`src/rtl/alu_pkg.sv`:
```
// Shared definitions for the bit-serial R-type ALU: funct codes, slice op codes,
// FSM state encoding and the funct decoder.
package alu_pkg;

  localparam logic [5:0] FUNCT_ADD = 6'h20;
  localparam logic [5:0] FUNCT_SUB = 6'h22;
  localparam logic [5:0] FUNCT_AND = 6'h24;
  localparam logic [5:0] FUNCT_OR  = 6'h25;
  localparam logic [5:0] FUNCT_NOR = 6'h27;
  localparam logic [5:0] FUNCT_SLT = 6'h2A;

  localparam logic [1:0] ALUOP_AND = 2'b00;
  localparam logic [1:0] ALUOP_OR  = 2'b01;
  localparam logic [1:0] ALUOP_SUM = 2'b10;

  typedef enum logic [1:0] {
    ST_IDLE = 2'b00,
    ST_RUN  = 2'b01,
    ST_DONE = 2'b10
  } state_t;

  typedef struct packed {
    logic       ainv;
    logic       binv;
    logic       cin;
    logic [1:0] op;
    logic       is_slt;
    logic       legal;
  } ctrl_t;

  function automatic ctrl_t decode_funct(input logic [5:0] funct);
    ctrl_t c;
    c       = '0;
    c.legal = 1'b1;
    case (funct)
      FUNCT_ADD: c.op = ALUOP_SUM;
      FUNCT_SUB: begin
        c.binv = 1'b1;
        c.cin  = 1'b1;
        c.op   = ALUOP_SUM;
      end
      FUNCT_AND: c.op = ALUOP_AND;
      FUNCT_OR:  c.op = ALUOP_OR;
      FUNCT_NOR: begin
        c.ainv = 1'b1;
        c.binv = 1'b1;
        c.op   = ALUOP_AND;
      end
      FUNCT_SLT: begin
        c.binv   = 1'b1;
        c.cin    = 1'b1;
        c.op     = ALUOP_SUM;
        c.is_slt = 1'b1;
      end
      default: c.legal = 1'b0;
    endcase
    return c;
  endfunction

endpackage

```
`src/rtl/alu_bit_slice.sv`:
```
// Combinational 1-bit ALU slice: and/or/sum with optional operand inversion,
// ripple carry in/out and a per-bit zero flag.
module alu_bit_slice
  import alu_pkg::*;
(
  input  logic       a_i,
  input  logic       b_i,
  input  logic       ainv_i,
  input  logic       binv_i,
  input  logic       cin_i,
  input  logic [1:0] op_i,
  output logic       res_o,
  output logic       cout_o,
  output logic       zero_o
);

  logic aa;
  logic bb;

  assign aa     = a_i ^ ainv_i;
  assign bb     = b_i ^ binv_i;
  assign cout_o = (aa & bb) | (cin_i & (aa ^ bb));

  always_comb begin
    res_o = 1'b0;
    case (op_i)
      ALUOP_AND: res_o = aa & bb;
      ALUOP_OR:  res_o = aa | bb;
      ALUOP_SUM: res_o = aa ^ bb ^ cin_i;
      default:   res_o = 1'b0;
    endcase
  end

  assign zero_o = ~res_o;

endmodule

```
`src/rtl/rtype_serial_alu_ctrl.sv`:
```
// Bit-serial R-type execute unit: one ALU slice reused LSB-first over WIDTH cycles.
// Define ALU_OVF_EN to add the out_ovf signed-overflow output for add/sub.
module rtype_serial_alu_ctrl
  import alu_pkg::*;
#(
  parameter int WIDTH = 32
) (
  input  logic             clk,
  input  logic             reset,
  input  logic             in_valid,
  output logic             in_ready,
  input  logic [WIDTH-1:0] in_a,
  input  logic [WIDTH-1:0] in_b,
  input  logic [5:0]       in_funct,
  output logic             out_valid,
  input  logic             out_ready,
  output logic [WIDTH-1:0] out_result,
  output logic             out_zero,
  output logic             out_err
`ifdef ALU_OVF_EN
  ,
  output logic             out_ovf
`endif
);

  localparam int IDX_W = $clog2(WIDTH);
  localparam logic [IDX_W-1:0] IDX_LAST = IDX_W'(WIDTH - 1);

  state_t           state_q;
  logic [IDX_W-1:0] idx_q;
  logic             carry_q;
  logic [WIDTH-1:0] a_q;
  logic [WIDTH-1:0] b_q;
  logic             ainv_q;
  logic             binv_q;
  logic [1:0]       op_q;
  logic             slt_q;
  logic [WIDTH-1:0] result_q;
  logic             zero_q;
  logic             err_q;
  logic             in_ready_q;
  logic             out_valid_q;

  ctrl_t dec;
  logic  slice_res;
  logic  slice_cout;
  logic  slice_zero;
  logic  cin_msb;
  logic  slt_set;

  assign dec = decode_funct(in_funct);

  alu_bit_slice u_slice (
    .a_i    (a_q[idx_q]),
    .b_i    (b_q[idx_q]),
    .ainv_i (ainv_q),
    .binv_i (binv_q),
    .cin_i  (carry_q),
    .op_i   (op_q),
    .res_o  (slice_res),
    .cout_o (slice_cout),
    .zero_o (slice_zero)
  );

  // On the MSB step the registered carry is the carry into the MSB.
  assign cin_msb = carry_q;
  assign slt_set = slice_res ^ (cin_msb ^ slice_cout);

`ifdef ALU_OVF_EN
  logic ovf_q;
  assign out_ovf = ovf_q;
`endif

  always_ff @(posedge clk or posedge reset) begin
    if (reset) begin
      state_q     <= ST_IDLE;
      idx_q       <= '0;
      carry_q     <= 1'b0;
      a_q         <= '0;
      b_q         <= '0;
      ainv_q      <= 1'b0;
      binv_q      <= 1'b0;
      op_q        <= ALUOP_AND;
      slt_q       <= 1'b0;
      result_q    <= '0;
      zero_q      <= 1'b0;
      err_q       <= 1'b0;
      in_ready_q  <= 1'b1;
      out_valid_q <= 1'b0;
`ifdef ALU_OVF_EN
      ovf_q       <= 1'b0;
`endif
    end else begin
      case (state_q)
        ST_IDLE: begin
          if (in_valid) begin
            a_q        <= in_a;
            b_q        <= in_b;
            ainv_q     <= dec.ainv;
            binv_q     <= dec.binv;
            op_q       <= dec.op;
            slt_q      <= dec.is_slt;
            idx_q      <= '0;
            carry_q    <= dec.cin;
            result_q   <= '0;
            zero_q     <= 1'b1;
            in_ready_q <= 1'b0;
`ifdef ALU_OVF_EN
            ovf_q      <= 1'b0;
`endif
            if (dec.legal) begin
              state_q <= ST_RUN;
              err_q   <= 1'b0;
            end else begin
              state_q     <= ST_DONE;
              err_q       <= 1'b1;
              out_valid_q <= 1'b1;
            end
          end
        end

        ST_RUN: begin
          result_q[idx_q] <= slice_res;
          zero_q          <= zero_q & slice_zero;
          carry_q         <= slice_cout;
          idx_q           <= idx_q + 1'b1;
          if (idx_q == IDX_LAST) begin
            state_q     <= ST_DONE;
            out_valid_q <= 1'b1;
            // slt replaces the whole word with the overflow-corrected sign bit.
            if (slt_q) begin
              result_q <= {{(WIDTH-1){1'b0}}, slt_set};
              zero_q   <= ~slt_set;
            end
`ifdef ALU_OVF_EN
            ovf_q <= (op_q == ALUOP_SUM) & ~slt_q & (cin_msb ^ slice_cout);
`endif
          end
        end

        ST_DONE: begin
          if (out_ready) begin
            state_q     <= ST_IDLE;
            out_valid_q <= 1'b0;
            in_ready_q  <= 1'b1;
          end
        end

        default: begin
          state_q     <= ST_IDLE;
          out_valid_q <= 1'b0;
          in_ready_q  <= 1'b1;
        end
      endcase
    end
  end

  assign in_ready   = in_ready_q;
  assign out_valid  = out_valid_q;
  assign out_result = result_q;
  assign out_zero   = zero_q;
  assign out_err    = err_q;

endmodule

```
`config.mk`:
```
export PLATFORM = sky130hd
export DESIGN_NAME = rtype_serial_alu_ctrl
export DESIGN_NICKNAME = d
export VERILOG_FILES = /design/src/rtl/alu_pkg.sv /design/src/rtl/alu_bit_slice.sv /design/src/rtl/rtype_serial_alu_ctrl.sv
export SDC_FILE = /design/constraint.sdc
export NUM_CORES = 1
export LEC_CHECK = 0
export ABC_AREA = 1
export BUFFER_PORTS_ARGS = -buffer_cell sky130_fd_sc_hd__buf_4
export CAP_MARGIN = 0
export CORE_ASPECT_RATIO = 1.5
export CORE_MARGIN = 8
export CORE_UTILIZATION = 52
export CTS_CLUSTER_SIZE = 28
export DETAILED_ROUTE_END_ITERATION = 10
export GPL_ROUTABILITY_DRIVEN = 0
export PLACE_DENSITY = 0.76
export SYNTH_ARGS = -nofsm -noshare
export SYNTH_HDL_FRONTEND = slang
export SYNTH_SLANG_ARGS = --single-unit
```
`constraint.sdc`:
```
create_clock -name clk -period 4.8 [get_ports clk]
set_input_delay 0.24 -clock clk [delete_from_list [all_inputs] [get_ports clk]]
set_output_delay 0.24 -clock clk [all_outputs]
set_load 0.005 [all_outputs]
```
# Yosys cells after proc, flatten, opt, wreduce, memory -nomap -nowiden
# Index checks and enable logic that the tools add are counted.
# totals
regBits,113
in_bits,74
output_inout_bits,36
wordCells,99
# classes
n_addsub,1
magnitude_cmp,2
eq_ne,15
muxes,40
n_bitwise,14
n_reduce_logical,13
# ops
cell,n
$mux 32,3
$pmux 32 s2,1
$eq 6x6->1 const B,6
$bwmux 32,1
$mux 1,19
$bmux 1 s5,2
$pmux 5 s2,1
$pmux 1 s3,3
$mux 2,4
$ne 2x2->1 const B,4
$lt 5x6->1 const B,1
$pmux 2 s3,1
$reduce_and 3->1,2
$reduce_or 3->1,2
$reduce_or 6->1,1
$xor 1x1->1,6
$add 5x1->5 const B,1
$demux 1 s5,1
$eq 5x5->1 const B,1
$ge 5x1->1 const B,1
$mux 5,1
$eq 2x1->1 const B,2
$eq 2x2->1 const B,2
$logic_not 2->1,2
10 further kinds,17

# Longest topological paths before layout
# depth
depth_word,12
depth_mapped,23
depth_no_buf,21

# Cells and area by module
# Synthesis repeated with hierarchy kept, for this count alone.
# unflattened
hier_cells,764
hier_area_um2,5813.1
# modules_own_cells
mod,n_inst,cells_each,area_each_um2,seq_area_each_um2
rtype_serial_alu_ctrl,1,742,5683.0,2829.0
alu_bit_slice,1,22,130.1,0.0

# Worst setup path before layout
# No wires, ideal clock.
# synth_path
kind,reg2reg
start,register idx_q[0]
end,"register result_q[3], in the netlist out_result[3]"
setup_ns,0.126
arrival_time_ns,2.520
t_required_ns,4.674
slack_ns,2.155
path_stages_with_launch,19
n_path_buf,3
synth_period_minus_slack_ns,2.645
cell_sequence,dfrtp_1 -> buf_4 -> buf_2 -> o211ai_1 -> nand2_1 -> nand2_1 -> nand2_1 -> nor2_1 -> nand2_1 -> nand2_1 -> nand2_1 -> fa_1 -> nand3b_1 -> nand2_2 -> inv_2 -> buf_2 -> nand3_1 -> nand3_1 -> o21ai_0
# synth_via
elab_chain_len,10
elab_cells_between_ends,21
cone_classes,order compare: 2; eq/ne: 1; mux: 11; bitwise: 6; reduce/logical: 1
# synth_lines
item,line,text
"start, declared",rtype_serial_alu_ctrl.sv:30,logic [IDX_W-1:0] idx_q;
"start signal, assigned",rtype_serial_alu_ctrl.sv:126,idx_q <= idx_q + 1'b1;
$bmux 1 s5 (on tied branches),"rtype_serial_alu_ctrl.sv:54, rtype_serial_alu_ctrl.sv:55",
$mux 1 (on tied branches),"rtype_serial_alu_ctrl.sv:54, rtype_serial_alu_ctrl.sv:55",
$xor 1x1->1 (on tied branches),"alu_bit_slice.sv:20, alu_bit_slice.sv:21",
$xor 1x1->1 (2 in a row),alu_bit_slice.sv:29,ALUOP_SUM: res_o = aa ^ bb ^ cin_i;
$pmux 1 s3,alu_bit_slice.sv:26,case (op_i)
$bwmux 32,rtype_serial_alu_ctrl.sv:123,result_q[idx_q] <= slice_res;
$mux 32,rtype_serial_alu_ctrl.sv:131,if (slt_q) begin
$mux 32 *,rtype_serial_alu_ctrl.sv:127,if (idx_q == IDX_LAST) begin
$pmux 32 s2 *,rtype_serial_alu_ctrl.sv:94,case (state_q)
"end signal, assigned by index",rtype_serial_alu_ctrl.sv:123,
"end signal, assigned",rtype_serial_alu_ctrl.sv:132,"result_q <= {{(WIDTH-1){1'b0}}, slt_set};"
"end, declared",rtype_serial_alu_ctrl.sv:38,logic [WIDTH-1:0] result_q;
# Mark *: on every way between the ends. The rest lies on a longest branch, timed or not. The select of a mux whose other input is x is not followed.
# A chain may end at the register's enable or synchronous reset.

# Worst setup path in the final report
# layout_path
start,register idx_q[1]
end,"register result_q[26], in the netlist out_result[26]"
# Same word-level chain as after synthesis.

==> impl_metrics.py <==
metrics = {
    "grt": {
        "grt_max_degree": 117,
        "grt_usage_pct": 23.0,
        "antenna_found_initial": 0,
        "grt_overflow": 0,
        "grt_pass1_vias": 5674,
        "grt_pass1_wl_mm": 27.1,
    },
    "critical_path": {
        "cp.arrival_ps": 3830,
        "reg2reg_from": "idx_q[1]$_DFFE_PP0P_",
        "r2r-end": "out_result[26]$_DFFE_PP0P_",
        "crit_fanout": 21,
        "reg2reg_depth": 16,
        "critPathCaptureType": "register",
        "startpoint_type": "register",
        "cp.required_ps": 5080,
        "worstSetupPathType": "register to register",
        "rrSetupSlack_ps": 1260,
    },
    "synth": {
        "post-synth-top-count-cell": "nand2_1",
        "synth_nets": 839,
        "netlist_area_sq_mm": 0.00585,
        "seq_area_frac_synth_pct": 48.3,
        "ys_ff_latch": 113,
        "yosys.area.top_type": "dfrtp_1",
        "synth_area_leaders": "dfrtp_1 (48%), nand2_1 (16%), o21ai_0 (7.2%)",
        "synth_edf_count": 0,
        "synth_common_cells": "nand2_1 (245), dfrtp_1 (112), inv_1 (86)",
        "synth.distinct_cells": 33,
        "ys_warn_count": 0,
        "yosys.area.top_type_share_pct": 47.9,
        "ys.flop_type": "dfrtp_1",
        "async_flop_share_pct": 100,
        "postSynthAreaPerCell_sq_um": 7.73,
        "syn_inst": 757,
    },
    "routing": {
        "ant_nets": 0,
        "drt_pre_antenna_iters": 5,
        "wl_per_cell_um": 16.4,
        "vias": 5476,
        "routed_via_density": 5.41,
        "drt-total-wl_mm": 16.6,
        "drt_iter0_drc": 376,
        "drc": 0,
    },
    "status": {
        "status": "finished, final reports clean",
    },
    "timing": {
        "clock_skew_ps": 6.98,
        "slew_viol_final": 0,
        "holdWs_ps": 18.7,
        "fin_crit_sh_pct": 73.8,
        "rsz0062_at_grt": "false",
        "fmax_mhz": 282,
        "hold_viol": 0,
        "setup_ws_ps": 1260,
        "worst_pin_slew_ps": 951,
        "relSlewSlack_pct": 36.6,
        "finalCriticalPeriod_ps": 3540,
        "finalSetupViolCount": 0,
        "setup_tns_ps": 0,
    },
    "floorplan": {
        "die_y_um": 146,
        "num_io_pins": 110,
        "die_x_um": 103,
        "initial_utilization_pct": 53.2,
        "coreArea_sq_mm": 0.0110,
        "dieArea_sq_mm": 0.0150,
        "rows": 47,
    },
    "hold_path": {
        "hold_class": "input pin to register",
        "whs_endpoint": "a_q[23]$_DFFE_PP0P_",
        "min_from": "in_a[23]",
        "holdPathStages": 3,
    },
    "pwr": {
        "ir_worst_vdd_mv": 0.289,
        "p_leak_nw": 3.64,
        "finalPower_mw": 4.02,
        "p_per_area_mw_per_mm2": 549,
    },
    "clocking": {
        "htree_levels": 4,
        "clock_latency_ps": 420,
        "cts.root.buffer_cell": "clkbuf_16",
        "cts.sinks": 113,
        "clockBufferDepth": 2,
        "cts_tree": "done",
        "numCtsBuffers": 17,
        "post-cts-setup-buffer-count": 0,
        "clk_pin_slew_ps": 50,
    },
    "cells_and_area": {
        "drive_gt1_share_pct": 19.2,
        "final_cells": 1012,
        "fin_nets": 934,
        "diodes": 0,
        "area_delta_synth_final_pct": 25.2,
    },
    "place": {
        "dp_hpwl_mm": 11.4,
        "dp_slack_ps": 1340,
        "portBuffers": 109,
        "placed_cells": 979,
    },
    "run": {
        "maxCapViolCount": 0,
    },
}
layer usage:
metal	global-route usage, %	routed length, um	part of all wire (%)	vias to the layer above
li1	-	-	-	2612
met4	8.93	470	2.8	0
met2	40.0	8780	53	192
met5	0	0	0	-
met3	5.51	970	5.8	49
met1	25.9	6400	39	2623
how the worst max path moves through the flow:
stage	startpoint	slack, ps	endpoint
6_report	idx_q[1]$_DFFE_PP0P_	1260	out_result[26]$_DFFE_PP0P_
3_5_place_dp	idx_q[1]$_DFFE_PP0P_	1340	out_result[26]$_DFFE_PP0P_
5_1_grt	idx_q[0]$_DFFE_PP0P_	900	out_result[6]$_DFFE_PP0P_
2_1_floorplan	reset	1570	a_q[0]$_DFFE_PP0P_
3_3_place_gp	idx_q[1]$_DFFE_PP0P_	1490	out_result[3]$_DFFE_PP0P_
4_1_cts	idx_q[1]$_DFFE_PP0P_	1290	out_result[26]$_DFFE_PP0P_
layout by cell type, fill, tap and decap left out:
| cell type | netlist | final |
|---|---|---|
| a21oi_1 | 17 | 17 |
| a22oi_1 | 1 | 1 |
| buf_4 | 2 | 111 |
| bufinv_16 | 0 | 5 |
| clkbuf_1 | 10 | 1 |
| clkbuf_16 | 0 | 17 |
| clkbuf_8 | 0 | 3 |
| clkinv_2 | 0 | 5 |
| clkinvlp_4 | 0 | 1 |
| dfrtp_1 | 112 | 112 |
| dfstp_2 | 1 | 1 |
| dlygate4sd3_1 | 0 | 1 |
| fa_1 | 1 | 1 |
| ha_1 | 7 | 7 |
| inv_1 | 86 | 85 |
| inv_2 | 6 | 6 |
| inv_4 | 4 | 5 |
| nand2_1 | 245 | 245 |
| nand2_2 | 1 | 1 |
| nand2_4 | 1 | 1 |
| nand3_1 | 56 | 56 |
| nand3b_1 | 1 | 1 |
| nor2_1 | 28 | 28 |
| nor2_2 | 6 | 6 |
| nor2_8 | 3 | 3 |
| nor3_1 | 16 | 16 |
| o2111ai_1 | 1 | 1 |
| o211ai_1 | 8 | 8 |
| o21a_1 | 1 | 1 |
| o21ai_0 | 84 | 84 |
| o21ai_1 | 12 | 12 |
| o22ai_1 | 2 | 2 |
| o31ai_1 | 16 | 16 |
| o31ai_2 | 1 | 1 |
| o41ai_1 | 1 | 1 |
| or2_1 | 1 | 1 |
| xor2_1 | 2 | 2 |
power by group:
part / leakage [nW] / switching, mW / internal [mW] / total, mW
Clock: 0.323 / 0.442 / 0.956 / 1.40
Combinational: 1.86 / 0.841 / 0.392 / 1.23
Sequential: 1.45 / 0.144 / 1.24 / 1.39
sequential cells by signal, summed over array words and instances, names as in the netlist:
| name | cells |
|---|---|
| a_q | 32 |
| ainv_q | 1 |
| b_q | 32 |
| binv_q | 1 |
| carry_q | 1 |
| idx_q | 5 |
| in_ready | 1 |
| op_q | 2 |
| out_err | 1 |
| out_result | 32 |
| out_valid | 1 |
| out_zero | 1 |
| slt_q | 1 |
| state_q | 2 |
critical path, stage by stage (launching register included):
cell and delay [ps]:
dfrtp_1 790, inv_2 340, o211ai_1 200, nand2_1 100, nand2_1 70, nand2_1 50, nor2_1 150, nand2_1 100
nand2_1 70, nand2_1 90, fa_1 470, nand3b_1 120, nand2_2 220, inv_2 300, nand3_1 140, nand3_1 100
o21ai_0 90
repair_timing:
item | 4_1_cts | 5_1_grt
hold buffers | 1 | 0
gates resized for setup | 0 | 0
endpoints found under the hold margin | 39 | 0
per-stage QoR:
stage	cell area, sq um	utilization [%]
2_1_floorplan	5850	-
3_3_place_gp	6660	60.6
3_5_place_dp	6660	60.6
4_1_cts	7320	66.6
5_1_grt	7320	66.6
6_report	7320	66.6
cells by family (layout without fill, tap and decap cells):
family                   after synthesis  count (layout)  share of synthesized area [%]
buffers and inverters                132             240                           9.92
XOR/XNOR                               2               2                          0.299
AO/OA/AOI/OAI                        144             144                           13.7
adder cells (fa/ha/maj)                8               8                           1.84
flip-flops                           113             113                           48.3
AND/OR/NAND/NOR                      358             358                           25.9
layout make-up:
| class | instances | area (sq um) |
|---|---|---|
| clock buffers | 21 | 470 |
| clock inverters | 11 | 183 |
| fillers | 924 | 3670 |
| inverters | 96 | 373 |
| multi-input cells | 512 | 2440 |
| flip-flops and latches | 113 | 2830 |
| well taps | 147 | 184 |
| repair buffers | 112 | 843 |
Power figures use the tool's default switching activity.
